$ cat config.mk
export PLATFORM = sky130hd
export DESIGN_NAME = frontend_response_dispatcher_flat
export DESIGN_NICKNAME = d
export VERILOG_FILES = /design/src/rtl/frontend_response_dispatcher_if.sv /design/src/rtl/frontend_response_dispatcher.sv /design/src/flat_wrapper.sv
export SDC_FILE = /design/constraint.sdc
export NUM_CORES = 1
export LEC_CHECK = 0
export BUFFER_PORTS_ARGS = -buffer_cell sky130_fd_sc_hd__buf_2
export CAP_MARGIN = 0
export CORE_ASPECT_RATIO = 1.75
export CORE_MARGIN = 4
export CORE_UTILIZATION = 40
export CTS_CLUSTER_DIAMETER = 30
export DETAILED_ROUTE_END_ITERATION = 16
export SLEW_MARGIN = 20
export SYNTH_ARGS = -nofsm -noshare
export SYNTH_HDL_FRONTEND = slang
export SYNTH_SLANG_ARGS = --single-unit
$ cat constraint.sdc
create_clock -name clk -period 4.7 [get_ports clk]
set_clock_uncertainty 0.2 [all_clocks]
set_input_delay 0.94 -clock clk [delete_from_list [all_inputs] [get_ports clk]]
set_output_delay 0.94 -clock clk [all_outputs]
set_load 0.02 [all_outputs]
$ cat src/rtl/frontend_response_dispatcher_if.sv
// Completion return channel: backend push side plus the shared per-core delivery bus.
// The dispatcher takes the slave modport; the backend/core-side agent takes master.
interface frontend_response_dispatcher_if #(
    parameter int DATA_BITS = 64
);
    logic                 be_valid;
    logic                 be_ready;
    logic                 be_op;
    logic [4:0]           be_req_id;
    logic [1:0]           be_core_num;
    logic [DATA_BITS-1:0] be_data;
    logic [3:0]           core_valid;
    logic [3:0]           core_ready;
    logic                 core_op;
    logic [4:0]           core_req_id;
    logic [DATA_BITS-1:0] core_data;
    logic [63:0]          resp_cnt;
    logic                 empty;

    modport slave (
        input  be_valid, be_op, be_req_id, be_core_num, be_data, core_ready,
        output be_ready, core_valid, core_op, core_req_id, core_data, resp_cnt, empty
    );

    modport master (
        output be_valid, be_op, be_req_id, be_core_num, be_data, core_ready,
        input  be_ready, core_valid, core_op, core_req_id, core_data, resp_cnt, empty
    );
endinterface

$ cat src/rtl/frontend_response_dispatcher.sv
// In-order completion buffer: accepts tagged backend completions and hands each one
// to its destination core over a one-hot valid/ready channel, head-of-line blocking.
module frontend_response_dispatcher #(
    parameter int DATA_BITS  = 64,
    parameter int FIFO_DEPTH = 4
) (
    input  logic                         clk,
    input  logic                         rst,
    frontend_response_dispatcher_if.slave bus
);
    localparam int NUM_CORES = 4;
    localparam int PTR_W     = $clog2(FIFO_DEPTH);
    localparam logic [PTR_W:0] FULL_CNT = (PTR_W+1)'(FIFO_DEPTH);

    logic                 r_op_mem   [FIFO_DEPTH];
    logic [4:0]           r_id_mem   [FIFO_DEPTH];
    logic [1:0]           r_core_mem [FIFO_DEPTH];
    logic [DATA_BITS-1:0] r_data_mem [FIFO_DEPTH];

    logic [PTR_W-1:0]            r_wr_ptr;
    logic [PTR_W-1:0]            r_rd_ptr;
    logic [PTR_W:0]              r_count;
    logic [NUM_CORES-1:0][15:0]  r_resp_cnt;

    logic                 w_nonempty;
    logic                 w_be_ready;
    logic                 w_push;
    logic                 w_pop;
    logic [1:0]           w_head_core;
    logic [NUM_CORES-1:0] w_core_valid;

    // Everything the cores see is decoded from registered state only.
    assign w_nonempty   = (r_count != '0);
    assign w_be_ready   = (r_count != FULL_CNT);
    assign w_push       = bus.be_valid && w_be_ready;
    assign w_head_core  = r_core_mem[r_rd_ptr];
    assign w_core_valid = w_nonempty ? (NUM_CORES'(1) << w_head_core) : '0;
    assign w_pop        = |(w_core_valid & bus.core_ready);

    assign bus.be_ready    = w_be_ready;
    assign bus.core_valid  = w_core_valid;
    assign bus.core_op     = w_nonempty & r_op_mem[r_rd_ptr];
    assign bus.core_req_id = w_nonempty ? r_id_mem[r_rd_ptr] : '0;
    assign bus.core_data   = w_nonempty ? r_data_mem[r_rd_ptr] : '0;
    assign bus.resp_cnt    = r_resp_cnt;
    assign bus.empty       = !w_nonempty;

    // Entry storage is only ever read behind a nonzero count, so it needs no reset.
    always_ff @(posedge clk) begin
        if (w_push) begin
            r_op_mem[r_wr_ptr]   <= bus.be_op;
            r_id_mem[r_wr_ptr]   <= bus.be_req_id;
            r_core_mem[r_wr_ptr] <= bus.be_core_num;
            r_data_mem[r_wr_ptr] <= bus.be_op ? bus.be_data : '0;
        end
    end

    always_ff @(posedge clk) begin
        if (rst) begin
            r_wr_ptr   <= '0;
            r_rd_ptr   <= '0;
            r_count    <= '0;
            r_resp_cnt <= '0;
        end else begin
            if (w_push) begin
                r_wr_ptr <= r_wr_ptr + PTR_W'(1);
            end
            if (w_pop) begin
                r_rd_ptr                <= r_rd_ptr + PTR_W'(1);
                r_resp_cnt[w_head_core] <= r_resp_cnt[w_head_core] + 16'd1;
            end
            case ({w_push, w_pop})
                2'b10:   r_count <= r_count + (PTR_W+1)'(1);
                2'b01:   r_count <= r_count - (PTR_W+1)'(1);
                default: r_count <= r_count;
            endcase
        end
    end
endmodule

$ cat src/flat_wrapper.sv
// flat-port wrapper written by rule: the top's interface ports become plain ports
module frontend_response_dispatcher_flat 
#(
    parameter int DATA_BITS  = 64,
    parameter int FIFO_DEPTH = 4
)
  (clk, rst, bus_be_valid, bus_be_op, bus_be_req_id, bus_be_core_num, bus_be_data, bus_core_ready, bus_be_ready, bus_core_valid, bus_core_op, bus_core_req_id, bus_core_data, bus_resp_cnt, bus_empty);
  frontend_response_dispatcher_if #(.DATA_BITS(DATA_BITS)) bus_i ();
  input  logic clk;
  input  logic rst;
  input wire logic [$bits(bus_i.be_valid)-1:0] bus_be_valid;
  input wire logic [$bits(bus_i.be_op)-1:0] bus_be_op;
  input wire logic [$bits(bus_i.be_req_id)-1:0] bus_be_req_id;
  input wire logic [$bits(bus_i.be_core_num)-1:0] bus_be_core_num;
  input wire logic [$bits(bus_i.be_data)-1:0] bus_be_data;
  input wire logic [$bits(bus_i.core_ready)-1:0] bus_core_ready;
  output wire logic [$bits(bus_i.be_ready)-1:0] bus_be_ready;
  output wire logic [$bits(bus_i.core_valid)-1:0] bus_core_valid;
  output wire logic [$bits(bus_i.core_op)-1:0] bus_core_op;
  output wire logic [$bits(bus_i.core_req_id)-1:0] bus_core_req_id;
  output wire logic [$bits(bus_i.core_data)-1:0] bus_core_data;
  output wire logic [$bits(bus_i.resp_cnt)-1:0] bus_resp_cnt;
  output wire logic [$bits(bus_i.empty)-1:0] bus_empty;
  assign bus_i.be_valid = bus_be_valid;
  assign bus_i.be_op = bus_be_op;
  assign bus_i.be_req_id = bus_be_req_id;
  assign bus_i.be_core_num = bus_be_core_num;
  assign bus_i.be_data = bus_be_data;
  assign bus_i.core_ready = bus_core_ready;
  assign bus_be_ready = bus_i.be_ready;
  assign bus_core_valid = bus_i.core_valid;
  assign bus_core_op = bus_i.core_op;
  assign bus_core_req_id = bus_i.core_req_id;
  assign bus_core_data = bus_i.core_data;
  assign bus_resp_cnt = bus_i.resp_cnt;
  assign bus_empty = bus_i.empty;
  frontend_response_dispatcher #(.DATA_BITS(DATA_BITS), .FIFO_DEPTH(FIFO_DEPTH)) u_core (.clk(clk), .rst(rst), .bus(bus_i));
endmodule
==> metrics, run 1 <==
synth warn 0; Synth Cell Area 0.0148 mm²; crit path DAT 2680 ps; power per cell area 598 mW/mm²; detailed-route via count 8,546; final global-route overflow total 0; total DRC errors in the routed layout 0; final routed wirelength across all metal layers 34.9 mm; Num Clock Sinks 361; fraction of synthesized cell area taken by the top area cell type 58.4%; postcts setup bufs 0; vias in the first global route 9,387; Place WS 1080 ps; Pre-antenna DRT Iters 6; post-cts resize count 0; Non-Filler Cell Area, Final 0.0182 mm²; Critical Path Source Type flip-flop; unrepaired setup endpoints after global routing no; area of the die 0.0403 mm²; Clk Tree Root Cell clkbuf_16; routability cong. 0.855; worst hold margin 280 ps; Fin. Hold Viols 0; sum of negative setup slack 0 ps; total core area 0.0367 mm²; first-pass GRT wire length 54.6 mm; most used flip-flop cell after synthesis edfxtp_1; Max-slew headroom 28.4%; Total Nets Final 1,238; residual antenna-violating net count after detailed routing 0; Worst Max-Slew Pin Slew 1070 ps; outcome completed; I/O pin total 219; worst setup slack after layout 884 ps; layout cell share with drive strength beyond 1 36.0%; initial antenna violation count 7; count of different cell masters after synthesis 37; P_leak 6.60 nW; endpoint type of the worst setup path output port; largest area contributor in the netlist edfxtp_1; dominant cells by area after synthesis edfxtp_1 (58%), mux4_2 (12%), dfxtp_1 (9.9%); height of the die 263 µm; GRT Resource Usage Total 17.4%; maximum achievable frequency 262 MHz; fraction of registers with async set or reset after synthesis 0%; total number of placement rows 93; Max IR drop VDD 0.383 mV; Vias per Instance 5.11; largest buffer count on any clock path 3; gate count after technology mapping 915; Critical Path, Cell by Cell buf_4, mux4_2, and2_1, buf_2; TritonCTS clock tree yes; die width 153 µm; reg-to-reg slack, setup 1120 ps; maximum number of pins on one net before global-route repair 71; final setup fails 0; slowest library cell on the worst path buf_4; most common cell after layout, fill and taps aside edfxtp_1; commonest cells after routing, fill and taps aside edfxtp_1 (288), buf_2 (218), and2_1 (139), mux4_2 (76), nor2_1 (73); half-perimeter wire length after placement 22.4 mm; reported max-cap violation count 0; WP data required 3560 ps; count of final max-slew check failures 0; per-instance average area after synthesis 16.2 µm²; Synthesized Nets 1,001; clock slew seen by the registers of the worst setup and hold paths 60 ps; area delta synth->final 22.6%; critical-path maximum fanout 48; number of enable flip-flop cells after synthesis 288; Crit path largest cell delay 680 ps; register area share after synthesis 68.2%; total clock buffers created by CTS 49; detail-routed net length per standard cell 20.9 µm; Hold Buf Count CTS 0; total of flip-flops plus latches after synthesis 361; final standard cell utilization of the core 49.5%; initial drt markers 338; class of the tightest hold or removal check flip-flop to flip-flop; type of the worst setup path flip-flop to output port; min cycle time layout 3820 ps; clock insertion delay at the later pin of the skew report 550 ps; final cycle utilization of the critical path 81.2%; effective utilization at floorplan 40.4%; H-tree depth 2; I/O Buffers 218; Area after DPL 0.0164 mm²
==> where the power goes <==
group | internal [mW] | leakage (nW) | total (mW) | switching (mW)
registers | 3.86 | 3.28 | 4.02 | 0.157
logic | 1.21 | 2.50 | 3.12 | 1.92
clock network | 2.23 | 0.817 | 3.73 | 1.49
==> layout make-up <==
| cell class | count | area [µm²] |
|---|---|---|
| diodes | 3 | 7.51 |
| fillers | 3179 | 18500 |
| multi-input cells | 488 | 4430 |
| inverters | 9 | 33.8 |
| well taps | 475 | 594 |
| flip-flops and latches | 361 | 10100 |
| repair buffers | 243 | 1290 |
| clock buffers | 53 | 1260 |
| clock inverters | 39 | 427 |
==> cells in the mapped netlist, types with 3 or more instances <==
| cell | instances |
|---|---|
| edfxtp_1 | 288 |
| and2_1 | 139 |
| mux4_2 | 76 |
| dfxtp_1 | 73 |
| nor2_1 | 73 |
| a211oi_1 | 44 |
| clkbuf_1 | 39 |
| nand2_1 | 32 |
| mux2i_1 | 28 |
| a21oi_1 | 16 |
| xnor2_1 | 11 |
| inv_1 | 9 |
| nor3_1 | 9 |
| buf_1 | 7 |
| ha_1 | 6 |
| mux2i_2 | 6 |
| xor2_1 | 6 |
| and3_1 | 5 |
| buf_6 | 5 |
| nor3b_1 | 5 |
| a2111oi_1 | 4 |
| buf_2 | 4 |
| mux2_2 | 4 |
| nand3_1 | 4 |
| o21a_1 | 4 |
| nand4_1 | 3 |
| nor4_2 | 3 |
==> through the flow <==
step,cells,power (mW)
2_1_floorplan,915,6.22
3_3_place_gp,1575,7.25
3_5_place_dp,1575,7.27
4_1_cts,1667,11.0
5_1_grt,1670,11.4
6_report,1671,10.9
==> flip-flops by register name, summed over array words and instances, names as in the netlist, named ones only <==
name,count
u_core.r_id_mem,20
u_core.r_rd_ptr,2
u_core.r_count,3
u_core.r_wr_ptr,2
u_core.r_data_mem,256
u_core.r_core_mem,8
u_core.bus.resp_cnt,64
u_core.r_op_mem,4
==> worst max-delay path: cells and delay by family (launching register included) <==
family	cells	cell delay, ps
AND/OR/NAND/NOR	1	210
buffers and inverters	2	850
flip-flops	1	610
multiplexers	1	400
==> layer usage <==
metal,track usage (%),vias to the layer above,part of all wire (%)
met5,0,-,0.11
met4,7.19,6,3.6
met3,3.84,80,5.4
met2,31.7,247,54
met1,19.5,4253,37
li1,-,3960,-
==> cell families (layout without fill, tap and decap cells) <==
kind of cell               after synthesis  in the layout  share of synthesized area [%]
other                                    0              3                              0
DFF                                    361            361                           68.2
and+or+nand+nor                        280            280                           10.4
xor gates and xnor gates                17             17                           1.01
buffers and inverters                   66            344                           2.01
AOI/OAI and AO/OA                       69             69                           3.28
adders and majority gates                7              7                          0.642
muxes                                  115            115                           14.5
==> final timing paths <==
check                                from                       to  cells after the start
setup / recovery                flip-flop         bus_core_data[1]                      4
hold / removal    u_core.bus.resp_cnt[50]  u_core.bus.resp_cnt[50]                      2
setup reg to reg                flip-flop        u_core.r_count[2]                     10
hold reg to reg   u_core.bus.resp_cnt[50]  u_core.bus.resp_cnt[50]                      2
Note: power is estimated with default switching activity, not from simulation.
==> inputs of run 2 (changes only) <==
==> constraint.sdc (replaced) <==
create_clock -name clk -period 3.1 [get_ports clk]
set_clock_uncertainty 0.2 [all_clocks]
set_input_delay 0.62 -clock clk [delete_from_list [all_inputs] [get_ports clk]]
set_output_delay 0.62 -clock clk [all_outputs]
set_load 0.02 [all_outputs]
==> run 2 against run 1 <==
First-iteration DRC count grew 4.1%. Non-clock buffer count increased by 22. Combinational power increased by 70%. Wire length increased by 0.89%.
==> metrics, run 2 (same netlist as run 1, synthesis figures left out) <==
area of the multi-input gates 0.00460 mm² (was 0.00443 mm²); die width 153 µm (unchanged); sequential standard cell area 0.0101 mm² (unchanged); Place WS 46.8 ps (was 1080 ps); Met3 Wirelength 1.88 mm (was 1.89 mm); area of the die 0.0403 mm² (unchanged); type of the worst setup path flip-flop to flip-flop (was flip-flop to output port); clock slew seen by the registers of the worst setup and hold paths 60 ps (about the same); register name with the most flops u_core.r_data_mem (unchanged); GRT Resource Usage Total 17.4% (about the same); layout cell share with drive strength beyond 1 40.4% (was 36.0%); fill cell count 3,083 (was 3,179); routability cong. 0.886 (was 0.855); I/O pin total 219 (unchanged); total number of placement rows 93 (unchanged); Clk Tree Root Cell clkbuf_16 (unchanged); initial antenna violation count 3 (was 7); Critical Path Source Type flip-flop (unchanged); H-tree depth 2 (unchanged); P_leak 6.89 nW (was 6.60 nW); total clock buffers created by CTS 50 (was 49); met2 wire length 18.9 mm (was 18.8 mm); total DRC errors in the routed layout 0 (unchanged); cell depth of the worst min-delay path 1 (was 2); final global-route overflow total 0 (unchanged); Vias per Instance 5.15 (was 5.11); area delta synth->final 27.6% (was 22.6%); number of flip-flops under the largest register name 256 (unchanged); crit path DAT 3260 ps (was 2680 ps); largest buffer count on any clock path 3 (unchanged); critical-path maximum fanout 12 (was 48); met1 wire length 13.2 mm (was 12.9 mm); class of the tightest hold or removal check primary input to flip-flop (was flip-flop to flip-flop); height of the die 263 µm (unchanged); maximum number of pins on one net before global-route repair 71 (unchanged); initial drt markers 352 (was 338); worst hold margin 97.6 ps (was 280 ps); Pre-antenna DRT Iters 6 (unchanged); worst setup slack after layout 19.9 ps (was 884 ps); commonest cells after routing, fill and taps aside edfxtp_1 (288), buf_2 (200), and2_1 (123), mux4_2 (76), nor2_1 (73) (was edfxtp_1 (288), buf_2 (218), and2_1 (139), mux4_2 (76), nor2_1 (73)); residual antenna-violating net count after detailed routing 0 (unchanged); reported max-cap violation count 0 (unchanged); maximum achievable frequency 325 MHz; Total Nets Final 1,261 (was 1,238); clock power share 34.3% (about the same); clock insertion delay at the later pin of the skew report 540 ps (was 550 ps); count of final max-slew check failures 0 (unchanged); final setup fails 0 (unchanged); switching share of total power 31.7% (was 32.8%); vias in the first global route 9,462 (was 9,387); max layer used met4 (was met5); most common cell after layout, fill and taps aside edfxtp_1 (unchanged); TritonCTS clock tree yes (unchanged); Fin. Hold Viols 0 (unchanged); internal power 11.8 mW (was 7.30 mW); detailed-route via count 8,730 (was 8,546); half-perimeter wire length after placement 22.3 mm (was 22.4 mm); WP data required 3280 ps (was 3560 ps); total net switching power 5.48 mW (was 3.56 mW); effective utilization at floorplan 40.4% (unchanged); I/O Buffers 218 (unchanged); final cycle utilization of the critical path 99.4%; outcome completed (unchanged); detail-routed net length per standard cell 20.8 µm (was 20.9 µm); Worst Max-Slew Pin Slew 1040 ps (was 1070 ps); portion of total power attributed to sequential cells 35.1% (was 37.0%); Combinational Power Share 30.6% (was 28.7%); first-pass GRT wire length 54.6 mm (about the same); Max IR drop VDD 0.656 mV (was 0.383 mV); Hold Buf Count CTS 0 (unchanged); unrepaired setup endpoints after global routing yes (was no); R2R cell count 9 (was 10); total core area 0.0367 mm² (unchanged); Max-slew headroom 30.7% (was 28.4%); power per cell area 917 mW/mm² (was 598 mW/mm²); min cycle time layout 3080 ps; endpoint type of the worst setup path flip-flop (was output port); Num Clock Sinks 361 (unchanged); final routed wirelength across all metal layers 35.2 mm (was 34.9 mm)
==> run 2: changes by cell type in the layout (fill, tap and decap cells not counted), sizes merged <==
| cell | before | now |
|---|---|---|
| clkinv | 16 | 11 |
| inv | 23 | 18 |
| clkinvlp | 5 | 7 |
| buf | 243 | 264 |
| clkbuf | 53 | 60 |
| bufinv | 4 | 7 |
==> run 2: power by group through the flow <==
| stage | Clock [mW] | Combinational (mW) | Sequential [mW] |
|---|---|---|---|
| after floorplan | 0 | 3.22 | 6.27 |
| after global placement | 0 | 5.04 | 6.16 |
| after detailed placement | 0 | 5.04 | 6.19 |
| after CTS | 6.06 | 5.08 | 6.09 |
| after global routing | 6.28 | 5.69 | 6.14 |
| final | 5.93 | 5.31 | 6.09 |
==> run 2: per-layer routing <==
layer | track usage (%) | vias to the layer above
met1 | 19.5 | 4378
met2 | 31.8 | 273
met5 | 0 | -
li1 | - | 4000
met3 | 3.64 | 79
met4 | 7.21 | 0
==> run 2: what timing repair did <==
item / 4_1_cts / 5_1_grt
setup buffers: 0 / 5
hold endpoints to repair: 0 / 0
resized for setup: 6 / 73
pin swaps: 0 / 6
endpoints found under the setup margin: 70 / 103
==> run 2: final timing paths <==
kind | start | end | slack, ps
worst max register to register | flip-flop | u_core.bus.resp_cnt[61] | 20
worst min register to register | u_core.bus.resp_cnt[33] | u_core.bus.resp_cnt[33] | 300
worst max-delay path | flip-flop | u_core.bus.resp_cnt[61] | 20
worst min-delay path | bus_be_core_num[0] | u_core.r_core_mem[1][0] | 100
==> run 2: layout make-up <==
| cell class | count | share of cell area [%] |
|---|---|---|
| Clock inverter | 34 | 2.35 |
| Inverter | 9 | 0.179 |
| Sequential cell | 361 | 53.5 |
| Tap cell | 475 | 3.14 |
| Multi-Input combinational cell | 488 | 24.4 |
| Timing Repair Buffer | 265 | 9.31 |
| Clock buffer | 59 | 7.08 |
| Antenna cell | 3 | 0.0397 |
==> run 2: worst max-delay path: stages, from the launching register on <==
cell and delay [ps]:
dfxtp_4 400, mux4_2 570, buf_8 190, mux2i_1 120, mux2_2 270, nand4b_4 250, buf_4 200, nor4_2 320
xnor2_1 260, a211oi_1 130
==> run 2: metrics by stage <==
stage	std cells	TNS (ps)	power (mW)	util (%)	instance area [µm²]
floorplan	915	-458	9.50	-	14900
global placement	1593	0	11.2	45.8	16800
detailed placement	1593	0	11.2	45.8	16800
CTS	1686	-103	17.2	50.7	18600
global route	1692	-2360	18.1	51.5	18900
finish	1694	0	17.3	51.6	18900
